--- src/rtl/hazard_scoreboard.sv ---
// Pipeline hazard scoreboard: tracks EX/MEM/WB destinations, selects operand
// forwarding sources and raises a one-cycle stall on load-use hazards.
module hazard_scoreboard (
    input  logic        clk,
    input  logic        rst,
    input  logic [4:0]  id_rs,
    input  logic [4:0]  id_rt,
    input  logic        id_rs_used,
    input  logic        id_rt_used,
    input  logic [4:0]  id_dst,
    input  logic        id_reg_write,
    input  logic        id_is_load,
    input  logic        id_flush,
    output logic        stall,
    output logic [1:0]  fwd_a,
    output logic [1:0]  fwd_b,
    output logic [15:0] stall_cnt
);

    localparam logic [1:0] FWD_RF  = 2'b00;
    localparam logic [1:0] FWD_EX  = 2'b01;
    localparam logic [1:0] FWD_MEM = 2'b10;
    localparam logic [1:0] FWD_WB  = 2'b11;

    logic [4:0]  ex_dst_q,  ex_dst_d;
    logic        ex_wr_q,   ex_wr_d;
    logic        ex_ld_q,   ex_ld_d;
    logic [4:0]  mem_dst_q, mem_dst_d;
    logic        mem_wr_q,  mem_wr_d;
    logic        mem_ld_q,  mem_ld_d;
    logic [4:0]  wb_dst_q,  wb_dst_d;
    logic        wb_wr_q,   wb_wr_d;
    logic        wb_ld_q,   wb_ld_d;
    logic [15:0] stall_cnt_q, stall_cnt_d;

    logic ex_hit_a, ex_hit_b, mem_hit_a, mem_hit_b, wb_hit_a, wb_hit_b;
    logic load_use;

    // An EX load hit yields no forward: its data does not exist yet.
    function automatic logic [1:0] fwd_sel(input logic ex_hit, input logic ex_ld,
                                           input logic mem_hit, input logic wb_hit);
        logic [1:0] sel;
        sel = FWD_RF;
        if (ex_hit) begin
            sel = ex_ld ? FWD_RF : FWD_EX;
        end else if (mem_hit) begin
            sel = FWD_MEM;
        end else if (wb_hit) begin
            sel = FWD_WB;
        end
        return sel;
    endfunction

    always_comb begin
        ex_hit_a  = ex_wr_q  && (ex_dst_q  != 5'd0) && (ex_dst_q  == id_rs) && id_rs_used;
        ex_hit_b  = ex_wr_q  && (ex_dst_q  != 5'd0) && (ex_dst_q  == id_rt) && id_rt_used;
        mem_hit_a = mem_wr_q && (mem_dst_q != 5'd0) && (mem_dst_q == id_rs) && id_rs_used;
        mem_hit_b = mem_wr_q && (mem_dst_q != 5'd0) && (mem_dst_q == id_rt) && id_rt_used;
        wb_hit_a  = wb_wr_q  && (wb_dst_q  != 5'd0) && (wb_dst_q  == id_rs) && id_rs_used;
        wb_hit_b  = wb_wr_q  && (wb_dst_q  != 5'd0) && (wb_dst_q  == id_rt) && id_rt_used;

        load_use = ex_ld_q && (ex_hit_a || ex_hit_b);
        stall    = load_use && !id_flush;
        fwd_a    = fwd_sel(ex_hit_a, ex_ld_q, mem_hit_a, wb_hit_a);
        fwd_b    = fwd_sel(ex_hit_b, ex_ld_q, mem_hit_b, wb_hit_b);
    end

    always_comb begin
        mem_dst_d = ex_dst_q;
        mem_wr_d  = ex_wr_q;
        mem_ld_d  = ex_ld_q;
        wb_dst_d  = mem_dst_q;
        wb_wr_d   = mem_wr_q;
        wb_ld_d   = mem_ld_q;
        if (stall || id_flush) begin
            ex_dst_d = 5'd0;
            ex_wr_d  = 1'b0;
            ex_ld_d  = 1'b0;
        end else begin
            ex_dst_d = id_dst;
            ex_wr_d  = id_reg_write;
            ex_ld_d  = id_is_load;
        end
        stall_cnt_d = stall_cnt_q;
        if (stall && (stall_cnt_q != 16'hFFFF)) begin
            stall_cnt_d = stall_cnt_q + 16'd1;
        end
    end

    always_ff @(posedge clk or posedge rst) begin
        if (rst) begin
            ex_dst_q    <= 5'd0;
            ex_wr_q     <= 1'b0;
            ex_ld_q     <= 1'b0;
            mem_dst_q   <= 5'd0;
            mem_wr_q    <= 1'b0;
            mem_ld_q    <= 1'b0;
            wb_dst_q    <= 5'd0;
            wb_wr_q     <= 1'b0;
            wb_ld_q     <= 1'b0;
            stall_cnt_q <= 16'd0;
        end else begin
            ex_dst_q    <= ex_dst_d;
            ex_wr_q     <= ex_wr_d;
            ex_ld_q     <= ex_ld_d;
            mem_dst_q   <= mem_dst_d;
            mem_wr_q    <= mem_wr_d;
            mem_ld_q    <= mem_ld_d;
            wb_dst_q    <= wb_dst_d;
            wb_wr_q     <= wb_wr_d;
            wb_ld_q     <= wb_ld_d;
            stall_cnt_q <= stall_cnt_d;
        end
    end

    assign stall_cnt = stall_cnt_q;

endmodule

--- config.mk ---
export PLATFORM = sky130hd
export DESIGN_NAME = hazard_scoreboard
export DESIGN_NICKNAME = d
export VERILOG_FILES = /design/src/rtl/hazard_scoreboard.sv
export SDC_FILE = /design/constraint.sdc
export NUM_CORES = 1
export LEC_CHECK = 0
export BUFFER_PORTS_ARGS = -buffer_cell sky130_fd_sc_hd__buf_2
export CORE_MARGIN = 2
export CORE_UTILIZATION = 40
export DETAILED_ROUTE_END_ITERATION = 8
export RECOVER_POWER = 50
export SLEW_MARGIN = 20
export SYNTH_ARGS = -nofsm -noshare
export SYNTH_HDL_FRONTEND = slang
export SYNTH_SLANG_ARGS = --single-unit
--- constraint.sdc ---
create_clock -name clk -period 5.7 [get_ports clk]
set_input_delay 1.14 -clock clk [delete_from_list [all_inputs] [get_ports clk]]
set_output_delay 1.14 -clock clk [all_outputs]
set_load 0.1 [all_outputs]
* After elaboration in Yosys (flattened, before gate mapping)
Cells that the tools add are included.
** Cells by class
- Divide/modulo/power cells :: 0
- Reduce and logical (&&, ||, !) cells :: 24
- Shift-type cells :: 0
- Magnitude comparators :: 0
- Multipliers :: 0
- $add $sub $neg :: 1
- Bitwise gates (word level) :: 0
- Equality and inequality tests :: 7
- Multiplexer cells :: 10
** Operators with widths (count)
- == test 5 bit :: 6
- logical AND 1 bit :: 18
- adder 16 x 1 -> 16 bit, second input constant :: 1
- inequality test 16 bit, second input constant :: 1
- nonzero test 5 bit :: 3
- two-way mux 2 bit :: 6
- two-way mux 5 bit :: 1
- two-way mux 1 bit :: 3
- logical OR 1 bit :: 2
- zero test 1 bit :: 1
** Storage, ports and cells
- Bits in latches :: 0
- Word-level logic and storage cells :: 50
- Flip-flop bits (word level) :: 35
- Input bits :: 22
- Output and inout port bits :: 21
- Memory bits (read-only) :: 0
- Memory bits (writable) :: 0
- Memories :: 0

* Logic depth before layout (Yosys ltp)
- Depth in word-level cells :: 9
- Mapped depth :: 8
- Mapped depth without buffers :: 7

* Least setup slack after synthesis
No wires, ideal clock.
- Kind :: input to output
- From :: input port id_rt[4]
- To :: output port fwd_b[0]
- Path buffers :: 0
- Setup slack :: 990 ps
- Required time :: 4560 ps
- Stages :: 6
- Arrival time :: 3570 ps
- Path through :: xor2_1 -> nor4_1 -> and3_2 -> inv_1 -> nor2_1 -> mux2i_1
** Between the ends
- Word-level cells in the longest chain between the ends :: 6
- Elaborated cells between the ends (all ways) :: 12
- Classes of those cells :: 3 x eq/ne; 3 x mux; 6 x reduce/logical
** RTL lines
- start: declaration :: RTL line 7 : input logic [4:0] id_rt,
- == test 5 bit :: RTL line 60 : wb_hit_b = wb_wr_q && (wb_dst_q != 5'd0) && (wb_dst_q == id_rt) && id_rt_used;
- logical AND 1 bit (2 in series) :: RTL line 60
- two-way mux 2 bit :: RTL line 48 : end else if (wb_hit) begin
- two-way mux 2 bit :: RTL line 46 : end else if (mem_hit) begin
- two-way mux 2 bit * :: RTL line 44 : if (ex_hit) begin
- end: declaration :: RTL line 16 : output logic [1:0] fwd_b,
Mark *: on every way between the ends. The rest lies on a longest branch, timed or not.

* Worst setup path in the final report
Ends and elaborated chain as after synthesis.

==> metrics.log <==
INFO  metric worst_slew_pin_slew = 1.82 ns
INFO  metric grt.total_usage = 15.6%
INFO  metric num_vias = 1,319
INFO  metric ioPinCount = 43
INFO  metric peak_ir_drop_on_the_vdd_network = 125 uV
INFO  metric worst-setup-path-type = in2out
INFO  metric ff2ff_setup_slack = 3.41 ns
INFO  metric grt_start_max_net_pins = 36
INFO  metric synth-async-reset-ratio = 100%
INFO  metric period_minus_ws_final = 4.07 ns
INFO  metric holdPathStages = 0
INFO  metric cts_post_setup_buffers_inserted = 0
INFO  metric antenna_violations_before_repair = 0
INFO  metric worst_skew_pair.late_latency = 0.28 ns
INFO  metric final.setup.worst_slack = 1.63 ns
INFO  metric fin_worst_skew = 0.00852 ns
INFO  metric power-per-cell-area = 236 nW/um^2
INFO  metric finalHoldViolations = 0
INFO  metric grt_overflow = 0
INFO  metric grt_pass1_wl = 6090 um
INFO  metric htreeDepth = 2
INFO  metric crit_path_end_kind = primary output
INFO  metric cts_buffer_depth = 2
INFO  metric final_area = 2150 um^2
INFO  metric portion_of_the_clock_cycle_consumed_by_the_worst_path_in_the_final_layout = 71.4%
INFO  metric crit_path_max_fanout = 5
INFO  metric failed_checks = max-capacitance violations, max-slew violations
INFO  metric cap_viol_max_count = 1
INFO  metric buffer_ports.inserted = 42
INFO  metric worst_slew_margin_rel = -21.1%
INFO  metric row_count = 24
INFO  metric timing.hold.worst.start = mem_wr_q
INFO  metric start_util = 41.3%
INFO  metric cts.clk_slew.worst_paths = 0.07 ns
INFO  metric fin_hold_ws = 0.377 ns
INFO  metric route.antenna.remaining_nets = 0
INFO  metric cp.arrival = 2.93 ns
INFO  metric synth_ff_type = dfrtp_1
INFO  metric worst_hold_path.endpoint = wb_wr_q
INFO  metric mappedNetlistNets = 190
INFO  metric postSynthRegisterBits = 35
INFO  metric cts-buffers-inserted = 5
INFO  metric finish.utilization = 49.8%
INFO  metric clock_tree_from_tritoncts = done
INFO  metric unrepaired_setup_endpoints_after_global_routing = no
INFO  metric design.final.nets = 239
INFO  metric post_route_cells_drive_above_1_share = 27.2%
INFO  metric required = 4.56 ns
INFO  metric detailedPlace.worstSlack = 1.67 ns
INFO  metric totalWireLength = 3560 um
INFO  metric clock-sinks = 35
INFO  metric x_dimension_of_the_die = 70.8 um
INFO  metric grt_pass1_vias = 1,239
INFO  metric dp.final_hpwl = 2700 um
INFO  metric worst_r2r_startpoint = stall_cnt[0]
INFO  metric max_clock_freq = 246 MHz
INFO  metric setup_total_negative_slack = 0 ns
INFO  metric initialDrtViolationCount = 55
INFO  metric syn_area = 1790 um^2
INFO  metric number_of_cells_traversed_by_the_worst_register_to_register_path = 6
INFO  metric cts.hold.buffers_added = 0
INFO  metric r2r-end = stall_cnt[1]
INFO  metric num_antenna_cells = 0
INFO  metric hold_path.class = reg2reg
INFO  metric post_cts_resized = 0
INFO  metric synth_cell_types = 27
INFO  metric gp_congestion = 0.879
INFO  metric dpl_cell_area = 2060 um^2
INFO  metric fin_total_pwr = 0.508 mW
INFO  metric status = finished with violations
INFO  metric detail_route.drc_violations = 0
INFO  metric launching_element_type_of_the_critical_path = input pin
INFO  metric fp.dieArea = 5020 um^2
INFO  metric gate_count_after_technology_mapping = 167
INFO  metric avgViaCountPerCell = 4.90
INFO  metric die_height = 70.8 um
INFO  metric first_pass_iters = 4
INFO  metric report.final.setup_viol = 0
INFO  metric synthesis.area_per_instance = 10.7 um^2
INFO  metric core_region = 4320 um^2
INFO  metric synth-warning-count = 0
INFO  metric p_leak = 1.07 nW
INFO  metric numPlacedInstances = 261
INFO  metric cts.root.buffer_cell = clkbuf_8
INFO  metric wl_per_cell = 13.2 um
INFO  metric synth_enable_flop_cells = 0
INFO  metric synth_sequential_area_ratio = 49.0%
INFO  metric area_growth = 20.6%
INFO  metric timing_max_transition_violations_final = 36
INFO  metric finished_layout_cells = 269
[cell usage after synthesis (2+ instances only)]
cell / n / share of area (%)
and2_1: 7 / 2.5
and3_2: 2 / 0.84
dfrtp_1: 35 / 49
inv_1: 5 / 1.1
mux2i_1: 2 / 1.1
nand2_1: 8 / 1.7
nand3_1: 6 / 1.7
nand4_1: 7 / 2.5
nor2_1: 18 / 3.8
nor3_1: 6 / 1.7
nor3_2: 2 / 1.1
nor4_1: 5 / 1.8
o211ai_1: 2 / 0.84
o21ai_0: 4 / 1.1
or4_1: 3 / 1.3
xnor2_1: 16 / 7.8
xor2_1: 29 / 14
[routing by layer]
layer | track usage [%] | vias up | part of all wire (%)
met5 | 0 | - | 0
met4 | 6.92 | 0 | 1.5
met3 | 3.13 | 5 | 4.1
met2 | 21.5 | 26 | 45
met1 | 23.6 | 621 | 50
li1 | - | 667 | -
[flip-flops by register name (all words and copies together) (netlist names)]
signal,count
ex_dst_q,5
ex_ld_q,1
ex_wr_q,1
mem_dst_q,5
mem_wr_q,1
stall_cnt,16
wb_dst_q,5
wb_wr_q,1
[worst max-delay path, stage by stage]
cell	delay, ns
buf_2	0.13
xor2_1	0.16
nor4_1	0.33
and3_2	0.30
inv_1	0.05
nor2_1	0.18
mux2i_1	0.20
buf_2	0.44
[kinds of logic after synthesis]
group	after synthesis	share of synthesized area [%]
and+or+nand+nor	67	20.2
xor gates and xnor gates	45	22.1
DFF	35	49.0
AOI/OAI and AO/OA	10	4.34
buffers and inverters	6	1.68
muxes	3	1.96
adders and majority gates	1	0.700
[worst max path at each step]
| stage | startpoint | to | slack [ns] |
|---|---|---|---|
| 3_5_place_dp | id_rt[4] | fwd_b[0] | 1.67 |
| 5_1_grt | id_rs[4] | fwd_a[0] | 1.53 |
| 4_1_cts | id_rt[4] | fwd_b[0] | 1.66 |
| 6_report | id_rt[4] | fwd_b[0] | 1.63 |
| 3_3_place_gp | id_rt[4] | fwd_b[0] | 1.64 |
| 2_1_floorplan | id_rt[4] | fwd_b[0] | 0.99 |
[area by class of cell]
type / instances / area [um^2]
Timing Repair Buffer: 43 / 214
Multi-Input combinational cell: 126 / 881
Tap cell: 52 / 65.1
Sequential cell: 35 / 876
Fill cell: 398 / 2170
Inverter: 5 / 18.8
Clock buffer: 8 / 100
[layout by cell type, fill, tap and decap left out]
master,Yosys,final
clkbuf_8,0,7
xor2_1,29,29
mux2_4,1,1
ha_1,1,1
nand2_1,8,8
xnor2_1,16,16
dfrtp_1,35,35
nor4_1,5,5
and2_1,7,7
buf_2,0,42
nand4_1,7,7
o21ai_0,4,4
nand3_1,6,6
and3_2,2,2
inv_1,5,5
clkbuf_1,0,2
o221ai_2,1,1
nor3_1,6,6
o211ai_1,2,2
o21ba_2,1,1
a21oi_2,1,1
o21ai_2,1,1
mux2i_1,2,2
nor3_2,2,2
nor2_1,18,18
or4_1,3,3
nor2b_1,1,1
and4_1,1,1
nor3b_2,1,1
[power breakdown]
group | internal [mW] | total [mW] | switching, mW | leakage [nW]
sequential | 0.256 | 0.265 | 0.00902 | 0.468
clock | 0.110 | 0.193 | 0.0832 | 0.0515
combinational | 0.0218 | 0.0498 | 0.0281 | 0.548
total | 0.388 | 0.508 | 0.120 | 1.07
(Power assumes the default switching activity.)
